**config.mk**
```make
export PLATFORM = sky130hd
export DESIGN_NAME = mr_chips
export DESIGN_NICKNAME = d
export VERILOG_FILES = /design/src/rtl/mr_chips.sv
export SDC_FILE = /design/constraint.sdc
export NUM_CORES = 1
export LEC_CHECK = 0
export BUFFER_PORTS_ARGS = -buffer_cell sky130_fd_sc_hd__buf_2
export CORE_MARGIN = 4
export CORE_UTILIZATION = 45
export CTS_CLUSTER_DIAMETER = 40
export CTS_CLUSTER_SIZE = 30
export DETAILED_ROUTE_END_ITERATION = 12
export HOLD_SLACK_MARGIN = 0.1
export PLACE_DENSITY_LB_ADDON = 0.08
export SLEW_MARGIN = 5
export SYNTH_ARGS = -nofsm -noshare
export SYNTH_HDL_FRONTEND = slang
export SYNTH_SLANG_ARGS = --single-unit
export TNS_END_PERCENT = 30
```
**constraint.sdc**
```tcl
create_clock -name clk -period 1.9 [get_ports clk]
set_clock_uncertainty 0.1 [all_clocks]
set_input_delay 0.095 -clock clk [delete_from_list [all_inputs] [get_ports clk]]
set_output_delay 0.095 -clock clk [all_outputs]
set_load 0.1 [all_outputs]
```
**src/rtl/mr_chips.sv**
```systemverilog
`default_nettype none
// ============================================================================
// Module   : mr_chips
// Purpose  : Single-cycle 16-bit RISC core. Each rising clock edge retires one
//            instruction: fetch from an internal ROM, decode, execute in the
//            ALU, and commit to PC, register file and data RAM.
// Ports    : clk        - system clock, all state updates on rising edge
//            reset      - asynchronous active-high; clears PC, registers, DMEM
//            pc_out     - byte address of the executing instruction
//            alu_result - combinational ALU output of the executing instruction
// Revision : 1.0 - initial release
// ============================================================================
module mr_chips #(
    parameter int IMEM_WORDS = 16,
    parameter int DMEM_WORDS = 16,
    parameter     IMEM_INIT  = "mr_chips_prog.hex"
) (
    input  logic        clk,
    input  logic        reset,
    output logic [15:0] pc_out,
    output logic [15:0] alu_result
);

    localparam int IA_W = $clog2(IMEM_WORDS);
    localparam int DA_W = $clog2(DMEM_WORDS);

    localparam logic [3:0] OP_RTYPE = 4'b0000;
    localparam logic [3:0] OP_ADDI  = 4'b0001;
    localparam logic [3:0] OP_LW    = 4'b0010;
    localparam logic [3:0] OP_SW    = 4'b0011;
    localparam logic [3:0] OP_BEQ   = 4'b0100;
    localparam logic [3:0] OP_BNE   = 4'b0101;
    localparam logic [3:0] OP_SLTI  = 4'b0110;
    localparam logic [3:0] OP_J     = 4'b0111;

    localparam logic [2:0] FN_ADD = 3'b000;
    localparam logic [2:0] FN_SUB = 3'b001;
    localparam logic [2:0] FN_AND = 3'b010;
    localparam logic [2:0] FN_OR  = 3'b011;
    localparam logic [2:0] FN_XOR = 3'b100;
    localparam logic [2:0] FN_SLL = 3'b101;
    localparam logic [2:0] FN_SRL = 3'b110;
    localparam logic [2:0] FN_SLT = 3'b111;

    // ------------------------------------------------------------------
    // State
    // ------------------------------------------------------------------
    logic [15:0] pc;
    logic [15:0] imem [IMEM_WORDS];
    logic [15:0] regs [8];
    logic [15:0] dmem [DMEM_WORDS];

    // Unloaded ROM words read as 0x0000 (NOP); contents may be filled by
    // whoever owns the hierarchy (e.g. a bench).
    initial begin
        for (int i = 0; i < IMEM_WORDS; i++) begin
            imem[i] = 16'h0000;
        end
    end

    // ------------------------------------------------------------------
    // Fetch and decode
    // ------------------------------------------------------------------
    logic [15:0] instr;
    logic [3:0]  opcode;
    logic [2:0]  rs_addr;
    logic [2:0]  rt_addr;
    logic [2:0]  rd_addr;
    logic [2:0]  funct;
    logic [15:0] imm_sext;
    logic [11:0] target;
    logic [15:0] rs_val;
    logic [15:0] rt_val;
    logic [15:0] pc_plus2;

    // Address aliases beyond the ROM depth because only pc[IA_W:1] is used.
    assign instr    = imem[pc[IA_W:1]];
    assign opcode   = instr[15:12];
    assign rs_addr  = instr[11:9];
    assign rt_addr  = instr[8:6];
    assign rd_addr  = instr[5:3];
    assign funct    = instr[2:0];
    assign imm_sext = {{10{instr[5]}}, instr[5:0]};
    assign target   = instr[11:0];

    // regs[0] is never written, so it always reads as zero.
    assign rs_val   = regs[rs_addr];
    assign rt_val   = regs[rt_addr];
    assign pc_plus2 = pc + 16'd2;

    // ------------------------------------------------------------------
    // ALU
    // ------------------------------------------------------------------
    logic [15:0] alu;

    always_comb begin
        alu = '0;
        unique case (opcode)
            OP_RTYPE: begin
                unique case (funct)
                    FN_ADD: alu = rs_val + rt_val;
                    FN_SUB: alu = rs_val - rt_val;
                    FN_AND: alu = rs_val & rt_val;
                    FN_OR:  alu = rs_val | rt_val;
                    FN_XOR: alu = rs_val ^ rt_val;
                    FN_SLL: alu = rs_val << rt_val[3:0];
                    FN_SRL: alu = rs_val >> rt_val[3:0];
                    FN_SLT: alu = {15'd0, $signed(rs_val) < $signed(rt_val)};
                    default: alu = '0;
                endcase
            end
            OP_ADDI, OP_LW, OP_SW: alu = rs_val + imm_sext;
            OP_BEQ, OP_BNE:        alu = rs_val - rt_val;
            OP_SLTI:               alu = {15'd0, $signed(rs_val) < $signed(imm_sext)};
            default:               alu = '0;
        endcase
    end

    // ------------------------------------------------------------------
    // Control: write-back selection and next PC
    // ------------------------------------------------------------------
    logic          reg_we;
    logic [2:0]    wr_addr;
    logic [15:0]   wr_data;
    logic          mem_we;
    logic [15:0]   next_pc;
    logic [DA_W-1:0] mem_idx;

    assign mem_idx = alu[DA_W:1];

    always_comb begin
        reg_we  = 1'b0;
        wr_addr = rt_addr;
        wr_data = alu;
        mem_we  = 1'b0;
        next_pc = pc_plus2;
        unique case (opcode)
            OP_RTYPE: begin
                reg_we  = 1'b1;
                wr_addr = rd_addr;
            end
            OP_ADDI, OP_SLTI: reg_we = 1'b1;
            OP_LW: begin
                reg_we  = 1'b1;
                wr_data = dmem[mem_idx];
            end
            OP_SW:  mem_we = 1'b1;
            // Branch compare is the ALU difference; offset counts words.
            OP_BEQ: if (alu == 16'd0) next_pc = pc_plus2 + {imm_sext[14:0], 1'b0};
            OP_BNE: if (alu != 16'd0) next_pc = pc_plus2 + {imm_sext[14:0], 1'b0};
            OP_J:   next_pc = {pc_plus2[15:13], target, 1'b0};
            default: ;
        endcase
    end

    // ------------------------------------------------------------------
    // Sequential commit
    // ------------------------------------------------------------------
    always_ff @(posedge clk or posedge reset) begin
        if (reset) begin
            pc <= '0;
            for (int i = 0; i < 8; i++) begin
                regs[i] <= '0;
            end
        end else begin
            pc <= next_pc;
            if (reg_we && (wr_addr != 3'd0)) begin
                regs[wr_addr] <= wr_data;
            end
        end
    end

    always_ff @(posedge clk or posedge reset) begin
        if (reset) begin
            for (int i = 0; i < DMEM_WORDS; i++) begin
                dmem[i] <= '0;
            end
        end else if (mem_we) begin
            dmem[mem_idx] <= rt_val;
        end
    end

    assign pc_out     = pc;
    assign alu_result = alu;

endmodule
`default_nettype wire

```
==> metrics, run 1 <==
critical setup path kind register to register; crit-path max FO 6; post-synth top area share 0.475; Max rail drop VDD between 0.4 and 0.5 mV; Final Hold Vio Count 0; Final Wtd Congestion about 0.67; clock slew at reported path FFs 100 ps; Area Growth Syn to Fin 10.4%; PnR worst setup slack about 440 ps; first-pass GRT wire length 2.14 mm; Seq cells post-synth 15; Final Max Tran Viols 0; Sequential Area 388 µm²; CTS buffer count 3; post-DR vias/cell between 4 and 5; Util after Layout 0.554; Sink Count 15; Crit. End Element register; Post-DP HPWL 941 µm; layout cells sized above 1 0.370; WP data required 2000 ps; Core Box Area 1580 µm²; WL final 1.31 mm; Root Driver clkbuf_4; Cell Area, Synth 791 µm²; Detailed Route Iter0 Violations 8; most common cell after layout, fill and taps aside conb_1; CP arrival 1570 ps; dpl cell area 836 µm²; Max-Cap Viols 0; CTS tree built; crit path launch type register; fin crit share 0.771; initial core utilization 0.502; Avg WL per Cell roughly 12 µm; GRT overflow 0; status complete, no violations; largest area contributor in the netlist dfrtp_1; area of the multi-input gates between 300 and 400 µm²; largest net degree at the start of global routing 16; DRT Pass-1 Iters 4; GRT Total Usage 0.115; RSZ-0062 raised after global routing false; Max Freq 683 MHz; Die Y 49.9 µm; Post-Synthesis Cells just over 70; I/O pin count 34; die width 49.9 µm; most frequent cells in the layout conb_1 (17), buf_2 (16), dfrtp_2 (10), xor2_1 (8), nand3_1 (6); worst-margin pin slew 584 ps; number of port buffers 16; via count 499; post-route cell area 873 µm²; top post-synthesis cells by area dfrtp_1 (47%), buf_4 (16%), xor2_1 (8.9%), xnor2_1 (5.5%), nor4_2 (4.7%); initial antenna violation count 0; Pleak 0.463 nW; H-Tree Depth 1; Setup Buffers After CTS 0; vias in the first global route 446; Die ar. 2490 µm²; clk buf depth 2; PwrDens 750 nW/µm²; Largest register FFs 15; final setup fails 0; sequential area share after synthesis 0.475; # diodes 0; Worst slew margin 0.610; mean post-synth cell area 11.0 µm²; Nets 96; Clock Latency Late Sink ~280 ps; Hold Crit Class primary input to asynchronous set/reset pin; setup TNS 0 ps; filler instances ~140; placed insts 103; DP Worst Slack 483 ps; row cnt 14; Yosys warnings 0; DRC 0; Tot Pwr approximately 650 µW; post-route ant nets 0; library cells used by synthesis 15; Final Hold Slack ~310 ps; non-filler cells, final 108; Min Clock Period, post-route 1460 ps
[layer usage]
| layer | part of all wire | track usage | vias to the layer above | routed length, µm |
|---|---|---|---|---|
| met5 | 0 | 0 | - | 0 |
| met2 | 0.42 | 0.156 | 24 | 550 |
| met4 | 0.0092 | 0.0691 | 0 | 12 |
| met3 | 0.086 | 0.0271 | 2 | 113 |
| li1 | - | - | 242 | - |
| met1 | 0.48 | 0.161 | 231 | 634 |
[area by class of cell]
class	instances	share of cell area
Sequential cell	15	0.444
Multi-Input combinational cell	52	0.381
Timing Repair Buffer	17	0.103
Clock buffer	3	0.0258
Tap cell	16	0.0229
Inverter	4	0.0172
Clock inverter	1	0.00573
[path summary, 6_finish.rpt]
path	from	to	slack [ps]	depth (start not counted)
hold / removal	reset	pc_out[13]$_DFF_PP0_	310	3
min in group clk	pc_out[15]$_DFF_PP0_	pc_out[15]$_DFF_PP0_	380	1
setup / recovery	pc_out[1]$_DFF_PP0_	pc_out[15]$_DFF_PP0_	440	4
setup reg to reg	pc_out[1]$_DFF_PP0_	pc_out[15]$_DFF_PP0_	440	4
max in group asynchronous	reset	pc_out[5]$_DFF_PP0_	970	3
hold reg to reg	pc_out[15]$_DFF_PP0_	pc_out[15]$_DFF_PP0_	380	1
[power by group]
part / internal, mW / switching, mW
clock network: 0.0780 / 0.103
logic: 0.00216 / 0.153
registers: 0.319 / 0
total: 0.399 / 0.256
[Yosys cell counts (all sizes together)]
cell type,count
nor4,3
inv,4
xor2,8
ha,1
nand2,3
dfrtp,15
conb,1
and3,2
nand3,6
nor3,4
nand4,2
buf,17
xnor2,5
nor2,1
[logic make-up after synthesis]
| family | count (synthesis) | synth area share |
|---|---|---|
| XOR/XNOR | 13 | 0.144 |
| adder cells (fa/ha/maj) | 1 | 0.0158 |
| buffers and inverters | 21 | 0.180 |
| flip-flops | 15 | 0.475 |
| other | 1 | 0.00474 |
| AND/OR/NAND/NOR | 21 | 0.180 |
[worst max-delay path, cell delays in order (launching register included)]
cell	delay (ps)
dfrtp_2	420
ha_1	230
nand2_1	160
nor4_2	300
xor2_1	170
[repair_timing]
item | 4_1_cts | 5_1_grt
hold buffers | 1 | 0
resized for setup | 0 | 0
hold endpoints to repair | 15 | 0
endpoints found under the setup margin | 0 | 0
(Power assumes the default switching activity.)
==> run 2, diff against run 1 <==
--- a/config.mk
+++ b/config.mk
@@ -5,6 +5,7 @@
 export SDC_FILE = /design/constraint.sdc
 export NUM_CORES = 1
 export LEC_CHECK = 0
+export ABC_AREA = 1
 export BUFFER_PORTS_ARGS = -buffer_cell sky130_fd_sc_hd__buf_2
 export CORE_MARGIN = 4
 export CORE_UTILIZATION = 45
==> constraint.sdc (replaced) <==
create_clock -name clk -period 1.5 [get_ports clk]
set_clock_uncertainty 0.1 [all_clocks]
set_input_delay 0.075 -clock clk [delete_from_list [all_inputs] [get_ports clk]]
set_output_delay 0.075 -clock clk [all_outputs]
set_load 0.1 [all_outputs]
==> metrics, run 2 <==
status complete, no violations; sequential area share after synthesis 0.430 (-0.0443); Gate power share 0.238 (+0.002); Min Clock Period, post-route 1340 ps; Max-Cap Viols 0 (unchanged); RSZ-0062 raised after global routing false; Final Hold Vio Count 0 (unchanged); I/O pin count 34 (unchanged); die width 52.0 µm (+4.2%); Cell Area, Synth 872 µm² (+10%); first-pass GRT wire length 2.64 mm (+24%); Yosys warnings 0 (unchanged); Worst slew margin 0.633 (+0.0223); Largest register FFs 15 (unchanged); row cnt 15 (+1); Tot Pwr 824 µW (+26%); placed insts 144 (+40%); Switch Pwr 315 µW (+23%); Pleak 0.517 nW (+12%); Nets 128 (+33%); Core Box Area 1780 µm² (+13%); most frequent cells in the layout nand2_1 (22), conb_1 (17), buf_2 (16), inv_1 (13), dfrtp_2 (10); DP Worst Slack 227 ps (-256 ps); setup slack, reg-to-reg 220 ps (-220 ps); crit-path max FO 4 (-2); clock share of power 0.272 (-0.005); worst-margin pin slew 550 ps (-33.4 ps); DRC 0 (unchanged); critical setup path kind register to primary output; setup TNS 0 ps (unchanged); delay-heaviest family, CP flip-flops; fin crit share 0.893; post-route ant nets 0 (unchanged); Post-Synthesis Cells 104 (+44%); clk buf depth 2 (unchanged); crit path launch type register; non-filler cells, final 149 (+38%); Root Driver clkbuf_4; initial core utilization 0.489 (-0.0125); Area Growth Syn to Fin 12.9%; most frequent cell after synthesis nand2_1; share of power burned in registers 0.490 (+0.003); library cells used by synthesis 16 (+1); Final Hold Slack 286 ps (-22.0 ps); Clock Latency Late Sink 270 ps (about the same); PnR worst setup slack 161 ps (-275 ps); EDFF count, synth 0 (unchanged); CTS buffer count 3 (unchanged); Max Freq roughly 750 MHz; PwrDens 837 nW/µm² (+12%); Sink Count 15 (unchanged); initial antenna violation count 0 (unchanged); H-Tree Depth 1 (unchanged); Die Y 52.0 µm (+4.2%); # diodes 0 (unchanged); largest area contributor in the netlist dfrtp_1; CTS tree built; CP arrival 1160 ps (-410 ps); top post-synthesis cells by area dfrtp_1 (43%), buf_4 (15%), nand2_1 (9.5%), inv_1 (5.6%), nand3_1 (4.6%); filler instances 178 (+26%); WP data required 1320 ps (-680 ps); cts repair resizes 0 (unchanged); largest net degree at the start of global routing 16 (unchanged); sw frac 0.382 (-0.00883); vias in the first global route 613 (+37%); Max rail drop VDD 0.445 mV (-5.0%); RR Startpoint pc_out[1]$_DFF_PP0_; mean post-synth cell area 8.39 µm² (-24%); hold buffers post-CTS 1 (unchanged); post-synth top area share 0.430 (-0.0443); Util after Layout 0.552 (-0.00169); critical-path cell list buf_2; most common library cells after synthesis nand2_1 (22), buf_4 (17), dfrtp_1 (15); GRT overflow 0 (unchanged); dpl cell area 948 µm² (+13%); DRT Pass-1 Iters 4 (unchanged); Die ar. 2710 µm² (+8.6%); R2R cell count 6 (+2); reg-to-reg endpoint pc_out[15]$_DFF_PP0_; Largest stage delay, worst path 460 ps (+40 ps); Final Wtd Congestion 0.794 (+18%); crit path launch pc_out[1]$_DFF_PP0_; Crit. End Element primary output; Seq cells post-synth 15 (unchanged); via count 633 (+27%); post-route cell area 985 µm² (+13%); Post-DP HPWL 1.29 mm (+37%); Top FF cell, synth dfrtp_1; WL final 1.57 mm (+20%); CP Capture Point pc_out[1]; Buffers & Inverters on Critical Path 1 (+1); layout cells sized above 1 0.339 (-0.0309); Setup Buffers After CTS 0 (unchanged); Final Max Tran Viols 0 (unchanged); GRT Total Usage 0.131 (+0.0159); internal power 509 µW (+28%); WP depth 1 (-3); most common cell after layout, fill and taps aside nand2_1; Detailed Route Iter0 Violations 2 (-6); clock slew at reported path FFs 90 ps (about the same); Async SR Flop Fraction 1.00 (unchanged); number of port buffers 16 (unchanged); final setup fails 0 (unchanged); Avg WL per Cell 10.5 µm (-13%); Hold Crit Class primary input to asynchronous set/reset pin; post-DR vias/cell 4.25 (-8.1%); Worst path slowest cell dfrtp_4
## run 2: changes by cell type after synthesis, sizes merged
cell / change
nand2: +22
inv: +10
nor2: +9
xor2: -5
nand3: +4
nor3: -4
nor4: -3
and3: -2
nand4: +2
xnor2: -1
## run 2: per-layer routing
| layer | part of all wire | vias to the layer above | GRT usage |
|---|---|---|---|
| li1 | - | 326 | - |
| met1 | 0.48 | 282 | 0.165 |
| met2 | 0.44 | 23 | 0.222 |
| met3 | 0.067 | 2 | 0.0172 |
| met4 | 0.0076 | 0 | 0.0524 |
| met5 | 0 | - | 0 |
## run 2: cell type report
class	count	area, µm²	share of cell area
tap	25	31.3	0.0318
clock buffer	4	26.3	0.0267
timing repair buffer	17	90.1	0.0915
sequential	15	395	0.402
multi-input combinational	74	389	0.395
inverter	14	52.6	0.0534
## run 2: how the worst min path moves through the flow
stage                                end  slack [ps]  cells past startpoint
floorplan           pc_out[13]$_DFF_PP0_        -120                      1
global placement    pc_out[14]$_DFF_PP0_          60                      2
detailed placement   pc_out[2]$_DFF_PP0_          60                      2
CTS                 pc_out[15]$_DFF_PP0_         300                      3
global route        pc_out[15]$_DFF_PP0_         330                      3
finish              pc_out[14]$_DFF_PP0_         290                      3
## run 2: kinds of logic (layout without fill, tap and decap cells)
logic type | count (synthesis) | count (layout) | share of synthesized area
AND/OR/NAND/NOR | 49 | 49 | 0.274
buffers and inverters | 31 | 35 | 0.207
flip-flops | 15 | 15 | 0.430
XOR/XNOR | 7 | 7 | 0.0703
adder cells (fa/ha/maj) | 1 | 1 | 0.0143
other | 1 | 17 | 0.00430
## run 2: power groups by stage
stage | logic [mW] | registers (mW) | clock network, mW
after global placement | 0.193 | 0.412 | 0
after detailed placement | 0.193 | 0.412 | 0
after CTS | 0.195 | 0.404 | 0.236
after global routing | 0.201 | 0.404 | 0.254
after floorplan | 0.225 | 0.412 | 0
final | 0.196 | 0.404 | 0.224
